### src/rtl/adc_bridge_pkg.sv
// Shared sizing constants for the ADC serial bridge: result width, config word
// width, leading zero count and the combined shift register length.
package adc_bridge_pkg;

    localparam int RES_W  = 16;
    localparam int CFG_W  = 16;
    localparam int LEAD_W = 2;
    localparam int SR_W   = 2 * CFG_W;

endpackage

### src/rtl/adc_bridge_ctrl.sv
// Serial bridge between a host shift interface and an ADC: one shift register
// carries config bits in and result bits out on the same edges.
module adc_bridge_ctrl #(
    parameter int RES_W  = adc_bridge_pkg::RES_W,
    parameter int CFG_W  = adc_bridge_pkg::CFG_W,
    parameter int LEAD_W = adc_bridge_pkg::LEAD_W
) (
    input  logic             clk,
    input  logic             rst,
    input  logic             dat_i,
    input  logic             load,
    input  logic [RES_W-1:0] adc_res,
    output logic [CFG_W-1:0] adc_cfg1,
    output logic [CFG_W-1:0] adc_cfg2,
    output logic             dat_o,
    output logic             tie1,
    output logic             tie0
);

    localparam int SR_W = 2 * CFG_W;

    logic [SR_W-1:0]  sr_q, sr_d;
    logic [CFG_W-1:0] cfg1_q, cfg1_d;
    logic [CFG_W-1:0] cfg2_q, cfg2_d;
    logic [SR_W-1:0]  load_pat;

    // Result sits above LEAD_W zeros so the host clocks out the lead bits first.
    always_comb begin
        load_pat = '0;
        load_pat[RES_W+LEAD_W-1:0] = {adc_res, {LEAD_W{1'b0}}};
    end

    always_comb begin
        sr_d   = {dat_i, sr_q[SR_W-1:1]};
        cfg1_d = cfg1_q;
        cfg2_d = cfg2_q;
        if (load) begin
            sr_d   = load_pat;
            cfg1_d = sr_q[CFG_W-1:0];
            cfg2_d = sr_q[SR_W-1:CFG_W];
        end
    end

    always_ff @(posedge clk or posedge rst) begin
        if (rst) begin
            sr_q   <= '0;
            cfg1_q <= '0;
            cfg2_q <= '0;
        end else begin
            sr_q   <= sr_d;
            cfg1_q <= cfg1_d;
            cfg2_q <= cfg2_d;
        end
    end

    assign adc_cfg1 = cfg1_q;
    assign adc_cfg2 = cfg2_q;
    assign dat_o    = sr_q[0];
    assign tie1     = 1'b1;
    assign tie0     = 1'b0;

endmodule

### config.mk
export PLATFORM = sky130hd
export DESIGN_NAME = adc_bridge_ctrl
export DESIGN_NICKNAME = d
export VERILOG_FILES = /design/src/rtl/adc_bridge_pkg.sv /design/src/rtl/adc_bridge_ctrl.sv
export SDC_FILE = /design/constraint.sdc
export NUM_CORES = 1
export LEC_CHECK = 0
export BUFFER_PORTS_ARGS = -buffer_cell sky130_fd_sc_hd__buf_2
export CAP_MARGIN = 5
export CORE_MARGIN = 4
export CORE_UTILIZATION = 31
export CTS_CLUSTER_SIZE = 30
export DETAILED_ROUTE_END_ITERATION = 10
export GPL_TIMING_DRIVEN = 1
export PLACE_DENSITY = 0.54
export SYNTH_ARGS = -nofsm -noshare
export SYNTH_HDL_FRONTEND = slang
export SYNTH_SLANG_ARGS = --single-unit
export TNS_END_PERCENT = 30
### constraint.sdc
create_clock -name clk -period 2.3 [get_ports clk]
set_clock_uncertainty 0.05 [all_clocks]
set_input_delay 0.46 -clock clk [delete_from_list [all_inputs] [get_ports clk]]
set_output_delay 0.46 -clock clk [all_outputs]
set_load 0.03 [all_outputs]
==> metrics.log, run 1 <==
[metrics] proportion of register bits with asynchronous set or reset after synthesis: 1.000
[metrics] post-synth top area cell: sky130_fd_sc_hd__dfrtp_1
[metrics] Post-DP HPWL: 2733 µm
[metrics] Global Route Usage Sum: 0.09024
[metrics] via count of the first global-routing pass: 1290
[metrics] cell family with the largest share of critical-path delay: flip-flops
[metrics] number of port buffers: 52
[metrics] P_leak: 1.595 nW
[metrics] max-slew violation total from the final report: 0
[metrics] count of buffer and inverter cells on the critical path: 1
[metrics] overall via count from detail_route: 1236
[metrics] aggregate global routing overflow: 0
[metrics] kind of capture point of the worst setup path: output pin
[metrics] maximum number of pins on one net before global-route repair: 41
[metrics] final wirelength: 4082 µm
[metrics] EDFF count, synth: 0
[metrics] CP startpoint kind: register
[metrics] initial antenna violation count: 0
[metrics] run status: finished, final reports clean
[metrics] area occupied by multi-input gates: 813.3 µm²
[metrics] die area: 9710 µm²
[metrics] maxcap violations: 0
[metrics] Setup WS post-layout: 0.8900 ns
[metrics] unrepaired setup endpoints after global routing: false
[metrics] Synth top area share: 0.6302
[metrics] Setup Viol. Count Final: 0
[metrics] flop2flop setup slack: 1.47 ns
[metrics] Slowest cell on crit path: sky130_fd_sc_hd__dfrtp_1
[metrics] crit share post-route: 0.6130
[metrics] CTS tree: yes
[metrics] die height: 98.54 µm
[metrics] antenna-violating nets left: 0
[metrics] Layout Area Growth over Synthesis: 20.53%
[metrics] Vias per Instance: 4.066
[metrics] H-Tree Level Count: 3
[metrics] largest fanout on the critical path: 2
[metrics] number of sinks handled by clock tree synthesis: 64
[metrics] horizontal extent of the die: 98.54 µm
[metrics] clock root buffer: sky130_fd_sc_hd__clkbuf_8
[metrics] DRC violations left: 0
[metrics] Storage cell area: 1602 µm²
[metrics] CTS max path bufs: 2
[metrics] max frequency: 709.2 MHz
[metrics] CTS buffer count: 9
[metrics] top cells by area in the synthesized netlist: sky130_fd_sc_hd__dfrtp_1 (63%), sky130_fd_sc_hd__mux2_4 (26%), sky130_fd_sc_hd__nor2b_1 (3.9%)
[metrics] flip-flop cell with the highest count after synthesis: sky130_fd_sc_hd__dfrtp_1
[metrics] final setup TNS: 0 ns
[metrics] number of different library cells in the post-synthesis netlist: 10
[metrics] count of standard-cell rows: 32
[metrics] Worst Path Class, Setup: register to output pin
[metrics] placeable core region: 7848 µm²
[metrics] Synthesized Nets: 160
[metrics] sum of internal, switching and leakage power: 2.574 mW
[metrics] first-pass GRT wire length: 6720 µm
[metrics] Yosys reg bits: 64
[metrics] number of iterations in the first detailed-routing pass: 4
[metrics] clock latency of the later-clocked register in the worst-skew pair: 0.33 ns
[metrics] Relative slew margins: 0.6182
[metrics] post-synthesis sequential area ratio: 0.6302
[metrics] RR Endpoint: sr_q[14]
[metrics] CP Data Arrival Time: 0.90 ns
[metrics] # fillers: 778
[metrics] pwr/cell area: 840.4 nW/µm²
[metrics] fraction of layout instances using a drive strength above 1: 0.5941
[metrics] cells along the critical path: buf_2
[metrics] worst reg2reg path startpoint: sr_q[15]
[metrics] Yosys warning total: 0
[metrics] Post-Syn Instances: 140
[metrics] violation count after the first detailed-route iteration: 36
[metrics] min Tclk post-route: 1.410 ns
[metrics] Antenna Diode Count: 0
[metrics] final hold violations: 0
[metrics] placer's final routability congestion estimate: 0.6841
[metrics] number of setup buffers added after CTS: 0
[metrics] Post-synth top cells: sky130_fd_sc_hd__dfrtp_1 (64), sky130_fd_sc_hd__mux2_4 (44), sky130_fd_sc_hd__nor2b_1 (16)
[metrics] most frequent cell after synthesis: sky130_fd_sc_hd__dfrtp_1
[metrics] mean routed wirelength per cell: 13.43 µm
[metrics] synthesized area: 2541 µm²
[metrics] tightest hold margin: 0.1315 ns
[metrics] starting density of the core: 0.3238
[metrics] class of the tightest hold or removal check: input pin to async pin
[metrics] maximum resistive drop on vdd: 229.7 µV
[metrics] Least-Margin Pin Slew: 0.5719 ns
[metrics] clock slew at the register clock pins of the worst setup and hold paths: 0.07 ns
[metrics] net total in the final layout: 217
[metrics] syn_area_per_cell: 18.15 µm²
[metrics] delay of the slowest cell on the worst path: 0.39 ns
[metrics] pre-CTS WS: 0.6497 ns
[metrics] count of instances resized after the clock tree is built: 0
[metrics] number of top-level pins: 55
[metrics] number of cells on the worst reg-to-reg path: 1
[metrics] total of hold buffers inserted after clock tree synthesis: 0
[metrics] required arrival time at the worst endpoint: 1.79 ns
[logic make-up after synthesis]
kind of cell	synth area share
buf+inv	0.04972
flops	0.6302
mux	0.2777
other cells	0.002955
simple gates	0.03939
[stage by stage]
step | instance area, µm² | cells | utilization
CTS | 3063 | 304 | 0.3903
global route | 3063 | 304 | 0.3903
detailed placement | 2856 | 288 | 0.3640
finish | 3063 | 304 | 0.3903
global placement | 2856 | 288 | 0.3640
floorplan | 2541 | 140 | -
[per-layer routing]
metal	vias to the layer above	GRT usage	routed length, µm
met3	10	0.02760	268
li1	578	-	-
met1	608	0.1297	2004
met5	-	0	0
met4	0	0.06618	107
met2	40	0.1118	1702
[sequential cells by signal (all words and copies together) (netlist names)]
name	count
adc_cfg1	16
adc_cfg2	16
sr_q	32
[worst max-delay path by stage]
stage	cells after the start	startpoint	slack, ns	endpoint
5_1_grt	1	adc_cfg2[12]	0.82	adc_cfg2[12]
3_3_place_gp	3	load	0.66	adc_cfg2[5]
6_report	1	adc_cfg2[13]	0.89	adc_cfg2[13]
4_1_cts	1	adc_cfg2[12]	0.85	adc_cfg2[12]
3_5_place_dp	3	load	0.65	adc_cfg2[8]
2_1_floorplan	1	rst	0.19	adc_cfg1[0]
[final cells by class]
type / instances / area share
sequential: 64 / 0.5229
multi-input combinational: 66 / 0.2655
timing repair buffer: 55 / 0.1013
clock buffer: 11 / 0.04943
tap: 102 / 0.04167
clock inverter: 5 / 0.01797
inverter: 1 / 0.001225
[cells in the final DEF, fill, tap and decap left out]
cell type                     n
sky130_fd_sc_hd__dfrtp_1     64
sky130_fd_sc_hd__buf_2       51
sky130_fd_sc_hd__mux2_4      44
sky130_fd_sc_hd__nor2b_1     16
sky130_fd_sc_hd__clkbuf_8    11
sky130_fd_sc_hd__mux2_2       4
sky130_fd_sc_hd__conb_1       2
sky130_fd_sc_hd__clkinvlp_4   2
sky130_fd_sc_hd__clkinv_2     2
sky130_fd_sc_hd__buf_4        2
sky130_fd_sc_hd__buf_12       2
sky130_fd_sc_hd__inv_2        1
sky130_fd_sc_hd__bufinv_16    1
[report_power, final]
group	switching, mW	leakage (nW)	internal (mW)
clock network	0.418	0.101	0.556
registers	0.0434	0.819	1.20
logic	0.194	0.674	0.159
total	0.655	1.59	1.92
No activity file was read; power rests on OpenSTA's default activity.
==> inputs of run 2 (changes only) <==
clock period = 1.5 ns   (was 2.3 ns; I/O delays follow)
==> metrics.log, run 2 (synthesis gave the netlist of run 1 again) <==
[metrics] count of standard-cell rows: 32
[metrics] Vias per Instance: 4.129
[metrics] final wirelength: 4034 µm
[metrics] run status: complete, but fails checks
[metrics] crit share post-route: 0.8366
[metrics] die area: 9710 µm²
[metrics] maximum resistive drop on vdd: 320.0 µV
[metrics] max-slew violation total from the final report: 0
[metrics] P_leak: 1.586 nW
[metrics] overall via count from detail_route: 1251
[metrics] number of iterations in the first detailed-routing pass: 3
[metrics] final setup TNS: 0 ns
[metrics] maximum number of pins on one net before global-route repair: 65
[metrics] number of top-level pins: 55
[metrics] number of cells on the worst reg-to-reg path: 1
[metrics] class of the tightest hold or removal check: input pin to async pin
[metrics] kind of capture point of the worst setup path: output pin
[metrics] via count of the first global-routing pass: 1330
[metrics] number of setup buffers added after CTS: 0
[metrics] clock slew at the register clock pins of the worst setup and hold paths: 0.07 ns
[metrics] clock latency of the later-clocked register in the worst-skew pair: 0.33 ns
[metrics] Antenna Diode Count: 0
[metrics] number of port buffers: 52
[metrics] count of instances resized after the clock tree is built: 0
[metrics] CP Data Arrival Time: 0.90 ns
[metrics] aggregate global routing overflow: 0
[metrics] horizontal extent of the die: 98.54 µm
[metrics] first-pass GRT wire length: 6803 µm
[metrics] most frequent cells in the layout: sky130_fd_sc_hd__dfrtp_1 (64), sky130_fd_sc_hd__buf_2 (51), sky130_fd_sc_hd__mux2_4 (44)
[metrics] sum of internal, switching and leakage power: 3.863 mW
[metrics] Global Route Usage Sum: 0.09128
[metrics] placeable core region: 7848 µm²
[metrics] min Tclk post-route: 1.255 ns
[metrics] # fillers: 769
[metrics] CTS tree: yes
[metrics] initial antenna violation count: 0
[metrics] Critical Path Stages: 1
[metrics] violation count after the first detailed-route iteration: 34
[metrics] clock root buffer: sky130_fd_sc_hd__clkbuf_8
[metrics] starting density of the core: 0.3238
[metrics] mean routed wirelength per cell: 13.31 µm
[metrics] largest fanout on the critical path: 2
[metrics] tightest hold margin: -0.009262 ns
[metrics] placer's final routability congestion estimate: 0.6347
[metrics] H-Tree Level Count: 3
[metrics] Layout Area Growth over Synthesis: 20.43%
[metrics] delay of the slowest cell on the worst path: 0.40 ns
[metrics] max frequency: 796.9 MHz
[metrics] total of hold buffers inserted after clock tree synthesis: 0
[metrics] violated checks: hold timing
[metrics] unrepaired setup endpoints after global routing: false
[metrics] final hold violations: 4
[metrics] Slowest cell on crit path: sky130_fd_sc_hd__dfrtp_1
[metrics] CTS buffer count: 9
[metrics] required arrival time at the worst endpoint: 1.15 ns
[metrics] net total in the final layout: 217
[metrics] die height: 98.54 µm
[metrics] cell family with the largest share of critical-path delay: flip-flops
[metrics] most common library cell in the layout ignoring fill and taps: sky130_fd_sc_hd__dfrtp_1
[metrics] pwr/cell area: 1262 nW/µm²
[metrics] Post-DP HPWL: 2532 µm
[metrics] Worst Path Class, Setup: register to output pin
[metrics] count of buffer and inverter cells on the critical path: 1
[metrics] maxcap violations: 0
[metrics] Most flops, register: sr_q
[metrics] CTS max path bufs: 2
[metrics] cells along the critical path: buf_2
[metrics] Setup Viol. Count Final: 0
[metrics] number of sinks handled by clock tree synthesis: 64
[metrics] fraction of layout instances using a drive strength above 1: 0.5821
[metrics] max reg flops: 32
[metrics] antenna-violating nets left: 0
[metrics] CP startpoint kind: register
[metrics] DRC violations left: 0
-- run 2: changes by cell type in the layout (fill, tap and decap cells not counted), sizes merged --
cell,change
clkinv,-1
inv,-1
clkbuf,+1
-- run 2: area by class of cell --
| type | instances | area, µm² | share of cell area |
|---|---|---|---|
| clock inverters | 3 | 42.54 | 0.01390 |
| inverters | 1 | 7.507 | 0.002453 |
| well taps | 102 | 127.6 | 0.04170 |
| multi-input cells | 66 | 813.3 | 0.2657 |
| clock buffers | 12 | 145.1 | 0.04742 |
| flip-flops and latches | 64 | 1602 | 0.5233 |
| repair buffers | 55 | 322.8 | 0.1055 |
-- run 2: power by group --
group          switching, mW  internal (mW)  total (mW)  leakage [nW]
logic                  0.298          0.249       0.547         0.675
registers             0.0678           1.85        1.92         0.819
clock network          0.598          0.802        1.40        0.0925
-- run 2: final timing paths --
path                       slack, ns    startpoint           end
max                             0.25  adc_cfg2[15]  adc_cfg2[15]
min                           -0.009           rst   adc_cfg2[5]
max reg2reg                     0.67      sr_q[16]      sr_q[15]
min reg2reg                     0.44      sr_q[19]   adc_cfg2[3]
max in group asynchronous       1.11           rst  adc_cfg1[15]
min in group clk                0.15         dat_i      sr_q[31]
-- run 2: per-layer routing --
layer  part of all wire  vias to the layer above  global-route usage
li1                   -                      575                   -
met4              0.025                        0             0.06618
met5                  0                        -                   0
met1               0.49                      630              0.1256
met3              0.063                        8             0.03397
met2               0.42                       38              0.1154
-- run 2: per-stage QoR --
step	hold WS [ns]	utilization	area, µm²	setup slack [ns]	std cells
after global placement	0.3722	0.3661	2873	0.2577	288
after global routing	0.01762	0.3900	3060	0.1909	303
after floorplan	0.3813	-	2545	0.4350	140
after detailed placement	0.3735	0.3661	2873	0.2402	288
final	-0.009262	0.3900	3060	0.2451	303
after CTS	0.001406	0.3900	3060	0.2091	303
